File: config.mk
export PLATFORM = sky130hd
export DESIGN_NAME = mem_refill_arbiter
export DESIGN_NICKNAME = d
export VERILOG_FILES = /design/src/rtl/mem_refill_arbiter_pkg.sv /design/src/rtl/mem_refill_arbiter.sv
export SDC_FILE = /design/constraint.sdc
export NUM_CORES = 1
export LEC_CHECK = 0
export CORE_MARGIN = 5
export CORE_UTILIZATION = 38
export DETAILED_ROUTE_END_ITERATION = 6
export GPL_TIMING_DRIVEN = 0
export PLACE_DENSITY = 0.92
export SLEW_MARGIN = 20
export SYNTH_ARGS = -nofsm -noshare
export SYNTH_HDL_FRONTEND = slang
export SYNTH_SLANG_ARGS = --single-unit
File: constraint.sdc
create_clock -name Clk -period 4.25 [get_ports Clk]
set_clock_uncertainty 0.2 [all_clocks]
set_input_delay 0.6375 -clock Clk [delete_from_list [all_inputs] [get_ports Clk]]
set_output_delay 0.6375 -clock Clk [all_outputs]
set_load 0.02 [all_outputs]
File: src/rtl/mem_refill_arbiter_pkg.sv
// Shared definitions for the cache-miss memory arbiter: arbiter state
// encodings, default line geometry and the line-offset width helper.
package mem_refill_arbiter_pkg;

  typedef enum logic [1:0] {
    ARB_IDLE   = 2'd0,
    ARB_IFILL  = 2'd1,
    ARB_DFILL  = 2'd2,
    ARB_DSTORE = 2'd3
  } arb_state_e;

  localparam int ARB_LINE_WORDS = 4;

  // Byte-offset width of a cache line: word index bits plus the 2 byte bits.
  function automatic int line_offset(input int line_words);
    return $clog2(line_words) + 2;
  endfunction

endpackage

File: src/rtl/mem_refill_arbiter.sv
// Arbitrates I-cache and D-cache miss traffic onto one single-port memory:
// line refills for both caches and single-word write-through stores for the D-cache.
module mem_refill_arbiter
  import mem_refill_arbiter_pkg::*;
#(
  parameter int ADDR_W     = 32,
  parameter int DATA_W     = 32,
  parameter int LINE_WORDS = ARB_LINE_WORDS
) (
  input  logic                          Clk,
  input  logic                          Rst,
  // I-cache side
  input  logic                          i_req,
  input  logic [ADDR_W-1:0]             i_addr,
  output logic                          i_rvalid,
  output logic [$clog2(LINE_WORDS)-1:0] i_widx,
  output logic [DATA_W-1:0]             i_rdata,
  output logic                          i_done,
  // D-cache side
  input  logic                          d_req,
  input  logic                          d_we,
  input  logic [ADDR_W-1:0]             d_addr,
  input  logic [DATA_W-1:0]             d_wdata,
  output logic                          d_rvalid,
  output logic [$clog2(LINE_WORDS)-1:0] d_widx,
  output logic [DATA_W-1:0]             d_rdata,
  output logic                          d_done,
  // Memory port
  output logic                          mem_valid,
  output logic                          mem_we,
  output logic [ADDR_W-1:0]             mem_addr,
  output logic [DATA_W-1:0]             mem_wdata,
  input  logic                          mem_ready,
  input  logic [DATA_W-1:0]             mem_rdata
);

  localparam int WIDX_W = $clog2(LINE_WORDS);
  localparam int OFF_W  = line_offset(LINE_WORDS);
  localparam logic [ADDR_W-1:0] LINE_MASK = ~ADDR_W'((1 << OFF_W) - 1);
  localparam logic [ADDR_W-1:0] WORD_MASK = ~ADDR_W'(3);
  localparam logic [WIDX_W-1:0] LAST_IDX  = WIDX_W'(LINE_WORDS - 1);

  arb_state_e        r_state, w_state_nxt;
  logic [WIDX_W-1:0] r_cnt,   w_cnt_nxt;
  logic [ADDR_W-1:0] r_base,  w_base_nxt;
  logic [DATA_W-1:0] r_wdata, w_wdata_nxt;

  logic w_busy, w_ifill, w_dfill, w_store, w_last;

  // NOTE: every always_comb output gets a default first so no path leaves it unassigned (no latch).
  always_comb begin
    w_state_nxt = r_state;
    w_cnt_nxt   = r_cnt;
    w_base_nxt  = r_base;
    w_wdata_nxt = r_wdata;
    unique case (r_state)
      ARB_IDLE: begin
        // D-side wins: its miss belongs to the older instruction in MA.
        if (d_req) begin
          w_state_nxt = d_we ? ARB_DSTORE : ARB_DFILL;
          w_base_nxt  = d_addr & (d_we ? WORD_MASK : LINE_MASK);
          w_wdata_nxt = d_wdata;
        end else if (i_req) begin
          w_state_nxt = ARB_IFILL;
          w_base_nxt  = i_addr & LINE_MASK;
        end
      end
      ARB_IFILL, ARB_DFILL: begin
        if (mem_ready) begin
          w_cnt_nxt = r_cnt + WIDX_W'(1);
          if (r_cnt == LAST_IDX) w_state_nxt = ARB_IDLE;
        end
      end
      ARB_DSTORE: begin
        if (mem_ready) w_state_nxt = ARB_IDLE;
      end
      default: w_state_nxt = ARB_IDLE;
    endcase
  end

  // NOTE: sequential state uses non-blocking assignments so every register samples pre-edge values.
  always_ff @(posedge Clk) begin
    if (Rst) begin
      r_state <= ARB_IDLE;
      r_cnt   <= '0;
      r_base  <= '0;
      r_wdata <= '0;
    end else begin
      r_state <= w_state_nxt;
      r_cnt   <= w_cnt_nxt;
      r_base  <= w_base_nxt;
      r_wdata <= w_wdata_nxt;
    end
  end

  // Outputs are held low while Rst is high so an aborted line never signals done.
  assign w_busy  = !Rst && (r_state != ARB_IDLE);
  assign w_ifill = !Rst && (r_state == ARB_IFILL);
  assign w_dfill = !Rst && (r_state == ARB_DFILL);
  assign w_store = !Rst && (r_state == ARB_DSTORE);
  assign w_last  = (r_cnt == LAST_IDX);

  assign mem_valid = w_busy;
  assign mem_we    = w_store;
  assign mem_addr  = w_busy  ? (r_base | ADDR_W'({r_cnt, 2'b00})) : '0;
  assign mem_wdata = w_store ? r_wdata : '0;

  assign i_rvalid = w_ifill && mem_ready;
  assign i_widx   = i_rvalid ? r_cnt : '0;
  assign i_rdata  = i_rvalid ? mem_rdata : '0;
  assign i_done   = i_rvalid && w_last;

  assign d_rvalid = w_dfill && mem_ready;
  assign d_widx   = d_rvalid ? r_cnt : '0;
  assign d_rdata  = d_rvalid ? mem_rdata : '0;
  assign d_done   = (d_rvalid && w_last) || (w_store && mem_ready);

endmodule

# == Word-level counts from Yosys, hierarchy flattened ==
# Index checks and enable logic that the tools add are counted.
# word_totals
register_bits,68
out_inout_bits,138
inputBits,134
wordCells,50
# op_classes
bitwise_logic,2
add_sub_neg,1
muxes,16
n_reduce_logical,19
n_eq_ne,8
# op_table
operator,n
$mux W32,6
$and A32 B32 Y32,1
$or A32 B4 Y32,1
$mux W2,7
$logic_and A1 B1 Y1,9
$eq A2 B2 Y1 const B,3
$ne A2 B2 Y1 const B,3
$pmux W2 S3,1
$reduce_and A2 Y1,3
$mux W4,1
$reduce_and A4 Y1,1
$reduce_bool A2 Y1,2
$ne A3 B3 Y1 const B,1
$add A2 B1 Y2 const B,1
$eq A2 B1 Y1 const B,1
$logic_not A2 Y1,1
$reduce_or A2 Y1,1
$logic_not A1 Y1,1
$logic_or A1 B1 Y1,1
$mux W1,1

# == Depth between registers and ports, before layout ==
# logic_depth
word_depth,5
depth_mapped,7
mapped_depth_nobuf,5

# == Worst setup path before layout ==
# OpenSTA, ideal clock, no wires.
# synth_path
path_kind,input to output
startpoint,input port Rst
endpoint,output port i_rdata[22]
required_ns,3.412
cell_stages,5
path_slack_ns,1.842
t_arrival_ns,1.571
cell_sequence,buf_2 > and3b_1 > buf_2 > buf_2 > and2_1
# synth_between
elab_chain_cells,4
# synth_lines
element,line_no,source
from (decl),mem_refill_arbiter.sv:11,"input logic Rst,"
$logic_not A1 Y1,mem_refill_arbiter.sv:98,assign w_ifill = !Rst && (r_state == ARB_IFILL);
$logic_and A1 B1 Y1,mem_refill_arbiter.sv:98,
$logic_and A1 B1 Y1,mem_refill_arbiter.sv:108,assign i_rvalid = w_ifill && mem_ready;
via i_rvalid,mem_refill_arbiter.sv:15,"output logic i_rvalid,"
$mux W32,mem_refill_arbiter.sv:110,assign i_rdata = i_rvalid ? mem_rdata : '0;
to (decl),mem_refill_arbiter.sv:17,"output logic [DATA_W-1:0] i_rdata,"
# The timed path passes the listed nets, and every way through them passes these cells.

# == Worst setup path after layout ==
# layout_path
startpoint,input port mem_ready
endpoint,output port d_rdata[16]
# layout_between
elab_chain_cells,2
# layout_lines
element,line_no,source
from (decl),mem_refill_arbiter.sv:33,"input logic mem_ready,"
$logic_and A1 B1 Y1,mem_refill_arbiter.sv:113,assign d_rvalid = w_dfill && mem_ready;
$mux W32,mem_refill_arbiter.sv:115,assign d_rdata = d_rvalid ? mem_rdata : '0;
to (decl),mem_refill_arbiter.sv:26,"output logic [DATA_W-1:0] d_rdata,"
# Every way passes these cells.

==> flow_metrics.py <==
metrics = {
    "floorplanning": {
        "die-width_um": 109,
        "initial_core_util_pct": 38.5,
        "pin_count": 272,
        "die-area_um2": 11900,
        "die_h_um": 109,
        "core-area_um2": 9680,
        "placementRows": 36,
    },
    "sta": {
        "timing.hold.ws_ps": 251,
        "grt_setup_unrepaired": "no",
        "maxSlewViolCount": 0,
        "layout_min_cycle_time_ps": 3400,
        "max_freq_ghz": 0.294,
        "finalSetupViolations": 0,
        "worst_pin_slew_ps": 697,
        "timing.slew.headroom_pct": 53.5,
        "period_share_pct": 80.0,
        "hold_viol": 0,
        "tns_ps": 0,
    },
    "setup_path": {
        "reg2regPathDepth": 6,
        "cp.arrival_ps": 2560,
        "startpoint_type": "input port",
        "cp_num_cells": 6,
        "cp_max_fo": 10,
        "worst_path_max_delay_cell": "clkdlybuf4s50_1",
        "crit_chain": "clkdlybuf4s50_1 > and3b_1 > buf_2 > clkbuf_2 > and2_1 > clkdlybuf4s50_1",
        "crit_family": "buffers and inverters",
        "path_class": "input port to output pin",
        "regToRegStartpoint": "r_state[0]",
        "slowest_delay_ps": 620,
        "crit_buf_inv": 4,
        "reg2reg_slack_ps": 2320,
        "crit_required_ps": 3410,
        "cp_common_cell": "clkdlybuf4s50_1",
        "cp-end-kind": "output pin",
        "regToRegEndpoint": "r_wdata[12]",
    },
    "finish": {
        "fin_util_pct": 69.4,
        "area_growth_pct": 80.2,
        "diodes": 0,
        "layout_common_cells": "261 x clkdlybuf4s50_1, 130 x and2_1, 68 x nand2_1, 66 x dfxtp_1, 34 x a21oi_1",
        "num-nets-final": 869,
        "fillers": 766,
        "drive_above_1_share_pct": 9.25,
        "layout_commonest_cell": "clkdlybuf4s50_1",
    },
    "power": {
        "ir_drop_uv": 263,
        "p_total_uw": 2610,
        "power_density_nw_per_um2": 388,
        "power.leakage_uw": 0.00268,
    },
    "grt": {
        "grt_antenna_before_repair": 0,
        "grt_pass1_wl_um": 21400,
        "grt_overflow": 0,
        "grt_pass1_vias": 4400,
        "grt_start_max_net_pins": 14,
        "track_usage_pct": 23.1,
    },
    "synth": {
        "syn_area_um2": 3730,
        "yosysSeqAreaShare_pct": 35.4,
        "synth_cell_types": 30,
        "synth-seq-cells": 66,
        "synthArstFlopShare_pct": 0,
        "synth_warnings": 0,
        "ys.flop_type": "dfxtp_1",
        "synth_edf_count": 0,
        "syn_inst": 457,
        "avgSynthCellArea_um2": 8.16,
    },
    "drt": {
        "via_per_inst": 4.84,
        "routed_wl_um": 14200,
        "wl_per_cell_um": 16.4,
        "num_vias": 4201,
        "drcViolationCount": 0,
        "wl_met1_um": 4970,
        "wl_met3_um": 1350,
        "drt-pass1-iter-count": 4,
        "ant_nets": 0,
        "highest_layer": "met4",
        "drtIter0Drc": 157,
        "dr_wl_met2_um": 7470,
    },
    "worst_hold_path": {
        "holdPathStages": 2,
        "min_from": "r_wdata[25]",
        "worstHoldPathType": "flop to flop",
        "hold-path-endpoint": "r_wdata[25]",
    },
    "clock_network": {
        "cts.sinks": 66,
        "clk_pin_slew_ps": 70,
        "cts_resized": 0,
        "root_buffer": "clkbuf_8",
        "htreeDepth": 3,
        "hold_buffers": 0,
        "clk_path_buf_depth": 2,
        "cts_tree": "done",
        "post_cts.repair.setup_buffers": 0,
        "cts_buffers": 9,
        "clkLatencyLatePin_ps": 340,
    },
    "run": {
        "cap_viol_max_count": 0,
    },
    "outcome": {
        "status": "completed",
    },
    "place": {
        "place_hpwl_um": 11700,
        "gp_congestion": 0.813,
        "port_buffers": 261,
    },
}
-- Yosys cell counts (2+ instances only) --
library cell,instances,area [um^2]
a211oi_1,8,60.1
a211oi_2,20,250
a21oi_1,34,170
a32oi_1,2,17.5
and2_1,130,813
and3b_1,2,17.5
buf_1,6,22.5
buf_2,20,100
buf_4,4,30.0
buf_6,4,45.0
clkbuf_1,5,18.8
clkbuf_2,2,10.0
dfxtp_1,66,1320
ha_1,5,62.6
inv_1,4,15.0
mux2i_1,28,280
nand2_1,68,255
nand2b_1,3,18.8
nor2_1,32,120
o21a_1,2,15.0
o21ai_0,2,10.0
o32ai_1,2,17.5
-- per-stage QoR --
stage	setup WS, ps	instances	cell area, um^2
2_1_floorplan	1840	458	3730
3_3_place_gp	899	852	6510
3_5_place_dp	854	852	6510
4_1_cts	847	868	6720
5_1_grt	749	868	6720
6_report	850	868	6720
-- where the power goes --
group	switching [uW]	internal [uW]	total, uW
Clock	272	295	568
Sequential	88.5	793	882
Combinational	626	532	1160
Total	987	1620	2610
-- metal layers --
layer	track usage, %	vias up
met4	9.29	0
met3	7.76	35
met2	44.4	192
met1	22.4	1936
met5	0	-
li1	-	2038
-- cell type report --
type	count	area [um^2]	share of cell area (%)
repair buffers	261	2610	38.9
plain buffers	41	226	3.37
clock inverters	6	72.6	1.08
multi-input cells	347	2170	32.3
flip-flops and latches	66	1320	19.7
clock buffers	10	138	2.05
well taps	133	166	2.47
inverters	4	15.0	0.223
-- registers in the layout, indices dropped and copies added, names as in the netlist --
register and cells:
r_cnt 2, r_wdata 32, r_base 30, r_state 2
-- tightest hold or removal path: cells and delay by family, from the launching register on --
kind | cells | cell delay [ps]
AOI/OAI and AO/OA | 1 | 50
and+or+nand+nor | 1 | 50
DFF | 1 | 310
-- cells by family (layout without fill, tap and decap cells) --
logic type                 after synthesis  count (layout)  synth area share, %
buffers and inverters                   45             322                 6.47
adders and majority gates                5               5                 1.68
DFF                                     66              66                 35.4
AOI/OAI and AO/OA                       73              73                 15.3
and+or+nand+nor                        238             238                 33.3
xor gates and xnor gates                 1               1                0.235
muxes                                   28              28                 7.51
other                                    1               2                0.101
-- worst max-delay path by stage --
stage	start	endpoint	slack [ps]
floorplan	Rst	i_rdata[22]	1840
global placement	mem_ready	d_rdata[7]	900
detailed placement	mem_ready	d_rdata[16]	850
CTS	mem_ready	d_rdata[16]	850
global route	mem_ready	d_rdata[16]	750
finish	mem_ready	d_rdata[16]	850
Power figures use the tool's default switching activity.
